### src/rtl/serial_add_ctrl.sv
// Bit-serial adder controller: sequences an external 1-bit full-adder cell LSB-first.
// Optional signed-overflow output `ovf` is enabled by defining SERIAL_ADD_OVF_EN.
module serial_add_ctrl #(
  parameter int WIDTH = 8
) (
  input  logic             clk,
  input  logic             rst,
  input  logic             start,
  input  logic [WIDTH-1:0] a,
  input  logic [WIDTH-1:0] b,
  input  logic             ci,
  output logic             busy,
  output logic             done,
  output logic [WIDTH-1:0] sum,
  output logic             co,
  output logic             bit_a,
  output logic             bit_b,
  output logic             bit_ci,
  input  logic             bit_sum,
  input  logic             bit_co
`ifdef SERIAL_ADD_OVF_EN
  ,
  output logic             ovf
`endif
);

  localparam int CW = $clog2(WIDTH + 1);
  localparam logic [CW-1:0] LAST = CW'(WIDTH - 1);

  typedef enum logic [1:0] {IDLE, RUN, DONE} state_t;

  state_t           state, state_next;
  logic [WIDTH-1:0] a_sh, b_sh, acc, acc_next;
  logic [WIDTH:0]   shifted;
  logic [CW-1:0]    cnt;
  logic             carry;
  logic             accept, last;

  assign accept   = start && (state != RUN);
  assign last     = (state == RUN) && (cnt == LAST);
  assign shifted  = {bit_sum, acc};
  assign acc_next = WIDTH'(shifted >> 1);

  // Shift registers empty out after WIDTH shifts and carry is cleared at
  // completion, so the cell drives are zero outside RUN with no extra gating.
  assign bit_a  = a_sh[0];
  assign bit_b  = b_sh[0];
  assign bit_ci = carry;
  assign busy   = (state == RUN);
  assign done   = (state == DONE);

  always_ff @(posedge clk or posedge rst) begin
    if (rst) state <= IDLE;
    else     state <= state_next;
  end

  always_comb begin
    state_next = state;
    case (state)
      IDLE:    if (start) state_next = RUN;
      RUN:     if (last) state_next = DONE;
      DONE:    state_next = start ? RUN : IDLE;
      default: state_next = IDLE;
    endcase
  end

  always_ff @(posedge clk or posedge rst) begin
    if (rst) begin
      a_sh  <= '0;
      b_sh  <= '0;
      acc   <= '0;
      cnt   <= '0;
      carry <= 1'b0;
      sum   <= '0;
      co    <= 1'b0;
`ifdef SERIAL_ADD_OVF_EN
      ovf   <= 1'b0;
`endif
    end else if (accept) begin
      a_sh  <= a;
      b_sh  <= b;
      carry <= ci;
      cnt   <= '0;
      acc   <= '0;
    end else if (state == RUN) begin
      a_sh <= a_sh >> 1;
      b_sh <= b_sh >> 1;
      acc  <= acc_next;
      cnt  <= cnt + CW'(1);
      if (last) begin
        sum   <= acc_next;
        co    <= bit_co;
        carry <= 1'b0;
`ifdef SERIAL_ADD_OVF_EN
        ovf   <= carry ^ bit_co;
`endif
      end else begin
        carry <= bit_co;
      end
    end
  end

endmodule

### config.mk
export PLATFORM = sky130hd
export DESIGN_NAME = serial_add_ctrl
export DESIGN_NICKNAME = d
export VERILOG_FILES = /design/src/rtl/serial_add_ctrl.sv
export SDC_FILE = /design/constraint.sdc
export NUM_CORES = 1
export LEC_CHECK = 0
export CORE_UTILIZATION = 47
export DETAILED_ROUTE_END_ITERATION = 10
export GPL_TIMING_DRIVEN = 0
export HOLD_SLACK_MARGIN = 0.12
export MAX_ROUTING_LAYER = met4
export PLACE_DENSITY = 0.72
export SLEW_MARGIN = 10
export SYNTH_ARGS = -nofsm -noshare
export SYNTH_HDL_FRONTEND = slang
export SYNTH_SLANG_ARGS = --single-unit
### constraint.sdc
create_clock -name clk -period 1.75 [get_ports clk]
set_clock_uncertainty 0.2 [all_clocks]
set_input_delay 0.4375 -clock clk [delete_from_list [all_inputs] [get_ports clk]]
set_output_delay 0.4375 -clock clk [all_outputs]
set_load 0.05 [all_outputs]
---- Word-level counts from Yosys, hierarchy flattened ----
Cells that the tools add are included.
cells by class
  add/subtract/negate cells ............... 1
  equal/unequal tests ..................... 6
  muxes and demuxes ....................... 15
  bitwise logic cells ..................... 1
  reduce and logical (&&, ||, !) cells .... 6
operator list
  operator                                                                 number
  8-bit 2-to-1 mux                                                         6
  4-bit 2-to-1 mux                                                         2
  2-bit one-hot mux with 3 select lines                                    1
  4-bit by 1-bit adder with 4-bit output, second input constant            1
  4-bit by 3-bit == test with 1-bit output, second input constant          1
  1-bit 2-to-1 mux                                                         4
  2-bit 2-to-1 mux                                                         2
  2-bit by 1-bit inequality test with 1-bit output, second input constant  2
  3-bit AND reduction                                                      1
  2-bit by 1-bit == test with 1-bit output, second input constant          1
  2-bit == test, second input constant                                     1
  1-bit logical AND                                                        2
  2-bit logical NOT                                                        1
  2-bit inequality test, second input constant                             1
  2-bit AND reduction                                                      1
  2-bit nonzero test                                                       1
  1-bit inverter                                                           1
storage, ports and cells
  bits in registers ....................... 40
  output and inout bits ................... 14
  logic and storage cells ................. 37

---- Logic depth before layout (Yosys ltp) ----
  word-level depth ........................ 5
  mapped depth ............................ 5
  gate-level depth less buffers ........... 4

---- Worst setup path after synthesis ----
OpenSTA, ideal clock, no wires.
  kind .................................... register to output
  start ................................... register state[0]
  end ..................................... output port done
  arrival time ............................ 1.108 ns
  slack ................................... 0.005 ns
  cell stages (with the launch flop) ...... 2
  buffers on the path ..................... 0
  path through ............................ dfrtp_1 -> nor2b_1
between the ends
  word-level cells in the longest chain between the ends .. 1
ends and longest elaborated chain
  element                 line  RTL
  start, declared         32    state_t state, state_next;
  start signal, assigned  54    else state <= state_next;
  2-bit == test           50    assign done = (state == DONE);
  end, declared           13    output logic done,
No other way between the ends.

---- Worst setup path in the final report ----
  start ................................... register state[1]
  end ..................................... output port busy
between the ends
  word-level cells in the longest chain between the ends .. 1
ends and longest elaborated chain
  element                                   line  RTL
  2-bit by 1-bit == test with 1-bit output  49    assign busy = (state == RUN);
  end, declared                             12    output logic busy,
No other way between the ends.

==> impl_results.md <==
- Worst r2r src: cnt[0]$_DFFE_PP0P_
- Leakage power: 1.03 nW
- Nets: 216
- Final hold violations: 0
- Worst path cell trace: nand2b_4 > inv_8 > buf_8
- Largest net degree at the start of global routing: 40
- Starting Density: 0.498
- Vias in the first global route: 1116
- I/O pin cnt: 36
- DR vias: 1208
- Hold Path Sink: b_sh[0]$_DFFE_PP0P_
- Share of cells above drive strength 1: 0.253
- Initial antenna violation count: 0
- Die Footprint: 3830 sq um
- Final WL: 3.25 mm
- WP data required: 1110 ps
- Later-pin clock latency in the skew report: 370 ps
- Final setup fails: 2
- Diode count: 0
- Hold/Removal Path Class: reg2reg
- Hold path depth: 2
- Vias per inst: 5.03
- EDFF count, synth: 0
- Maximum buffer depth of the clock tree: 2
- Worst reg2reg path endpoint: sum[6]$_DFFE_PP0P_
- Peak supply drop: 0.767 mV
- Netlist cell types: 22
- DRT Pass-1 Iters: 4
- Maxcap violations: 0
- Register area share after synthesis: 0.578
- Outcome: complete, but fails checks
- Fmax: 559 MHz
- Setup ws final: -37.4 ps
- DIE HEIGHT: 61.9 microns
- Min-delay src: b_sh[1]$_DFFE_PP0P_
- Mapped Cells: 148
- CTS Root Cell: clkbuf_4
- RD Place Congestion: 0.746
- Fin crit share: 1.02
- PwrDens: 1750 nW/um^2
- Clock transition at the registers of the reported paths: 130 ps
- Warnings, synthesis: 0
- FILL cells: 286
- Cts hold-fix bufs: 0
- Final Non-Filler Cells: 240
- Hpwl dp: 2.20 mm
- WL/cell: 13.5 microns
- GRT Util Overall: 0.197
- Syn avg cell area: 11.4 sq um
- Drc violations: 0
- Crit end category: output pin
- #FFs+latches synth: 39
- Worst-path maximum fanout: 4
- WS Path Type: reg2out
- Worst hold slack: 292 ps
- Initial DRC count: 57
- Worst Max-Slew Pin Slew: 761 ps
- Reg2Reg Setup Slack: 20 ps
- Post-Syn Area: 1690 sq um
- Core ar.: 3390 sq um
- Global-route wire length before repair: 5.07 mm
- Number of buffers created by CTS: 5
- Syn_nets: 171
- Synth Flop Type: dfrtp_1
- Site row count: 21
- Die Width: 61.9 microns
- Final slew viol count: 0
- Slew headroom: 0.492
- CTS tree: yes
- Post-layout minimum cycle time: 1790 ps
- Syn-to-layout area delta: 27.4%
- RSZ-0062 raised after global routing: yes
- Port bufs: 34
- Placed Cells: 228
- Antenna-violating nets left: 0
- Crit path max-delay cell type: dfrtp_1
- Depth of the CTS H-tree: 2
- R2R cell count: 4
- Most frequent cells in the layout: dfrtp_1 (39), nand2_1 (32), o21ai_0 (25)
- Gr ovfl total: 0
- Critical path's largest stage delay: 400 ps
- Violated checks: setup timing
- Commonest non-fill, non-tap cell in the layout: dfrtp_1
- Ys async rst share: 1.00
- Num Clock Sinks: 39
- Startpoint Class: flop
- Final core occ: 0.634
- Crit path arrival time: 1150 ps
==> worst max-delay path by stage <==
stage / slack, ps / to / from / cells after the start
after floorplan: 5 / done / state[0]$_DFFE_PP0P_ / 1
after global placement: -610 / busy / state[1]$_DFFE_PP0P_ / 4
after detailed placement: -610 / busy / state[1]$_DFFE_PP0P_ / 4
after CTS: -90 / busy / state[1]$_DFFE_PP0P_ / 3
after global routing: -80 / busy / state[1]$_DFFE_PP0P_ / 3
final: -40 / busy / state[1]$_DFFE_PP0P_ / 3
==> worst max-delay path: cells and delay by family, from the launching register on <==
| kind | cells | cell delay [ps] |
|---|---|---|
| flip-flops | 1 | 400 |
| AND/OR/NAND/NOR | 1 | 180 |
| buffers and inverters | 2 | 190 |
==> cell families after synthesis <==
| group | count (synthesis) | share of synthesized area |
|---|---|---|
| AND/OR/NAND/NOR | 42 | 0.122 |
| adder cells (fa/ha/maj) | 1 | 0.00741 |
| flip-flops | 39 | 0.578 |
| buffers and inverters | 10 | 0.0304 |
| multiplexers | 28 | 0.176 |
| AO/OA/AOI/OAI | 28 | 0.0860 |
==> layer usage <==
metal | vias to the layer above | share of wire | track usage
li1 | 591 | - | -
met1 | 583 | 0.46 | 0.245
met2 | 26 | 0.48 | 0.292
met3 | 8 | 0.038 | 0.0497
met4 | 0 | 0.024 | 0.114
met5 | - | 0 | -
==> repair_timing <==
item / 4_1_cts / 5_1_grt
endpoints found under the setup margin: 14 / 10
resized for setup: 60 / 17
setup buffers: 2 / 3
==> power by group <==
group | internal, W | switching [W] | total (W)
Sequential | 0.00127 | 0.000238 | 0.00151
Combinational | 0.000614 | 0.00110 | 0.00171
Clock | 0.000235 | 0.000309 | 0.000544
Total | 0.00212 | 0.00165 | 0.00377
==> through the flow <==
| stage | total power [W] | setup slack, ps | setup TNS, ps | instance area (sq um) |
|---|---|---|---|---|
| 2_1_floorplan | 0.00271 | 4.91 | 0 | 1690 |
| 3_3_place_gp | 0.00322 | -605 | -22410 | 2090 |
| 3_5_place_dp | 0.00327 | -612 | -996 | 2090 |
| 4_1_cts | 0.00379 | -85.9 | -108 | 2170 |
| 5_1_grt | 0.00402 | -79.0 | -345 | 2150 |
| 6_report | 0.00377 | -37.4 | -40.9 | 2150 |
==> synthesized netlist by cell type (3+ instances only) <==
master / instances / area, sq um
mux2i_1: 18 / 180
nand3_1: 3 / 15.0
nand2_1: 32 / 120
o21ai_0: 25 / 125
dfrtp_1: 39 / 976
nor2_1: 3 / 11.3
buf_2: 5 / 25.0
mux2_2: 9 / 101
==> sequential cells by signal (all words and copies together) (netlist names) <==
register,cells
b_sh,8
co,1
sum,8
acc,7
bit_ci,1
a_sh,8
state,2
cnt,4
==> final cells by class <==
| class | instances | area (sq um) | area share |
|---|---|---|---|
| clock inverter | 1 | 7.51 | 0.00349 |
| sequential | 39 | 976 | 0.454 |
| buffer | 6 | 32.5 | 0.0151 |
| tap | 46 | 57.6 | 0.0268 |
| multi-input combinational | 99 | 663 | 0.308 |
| clock buffer | 7 | 65.1 | 0.0303 |
| inverter | 3 | 18.8 | 0.00873 |
| timing repair buffer | 39 | 329 | 0.153 |
Note: power is estimated with default switching activity, not from simulation.
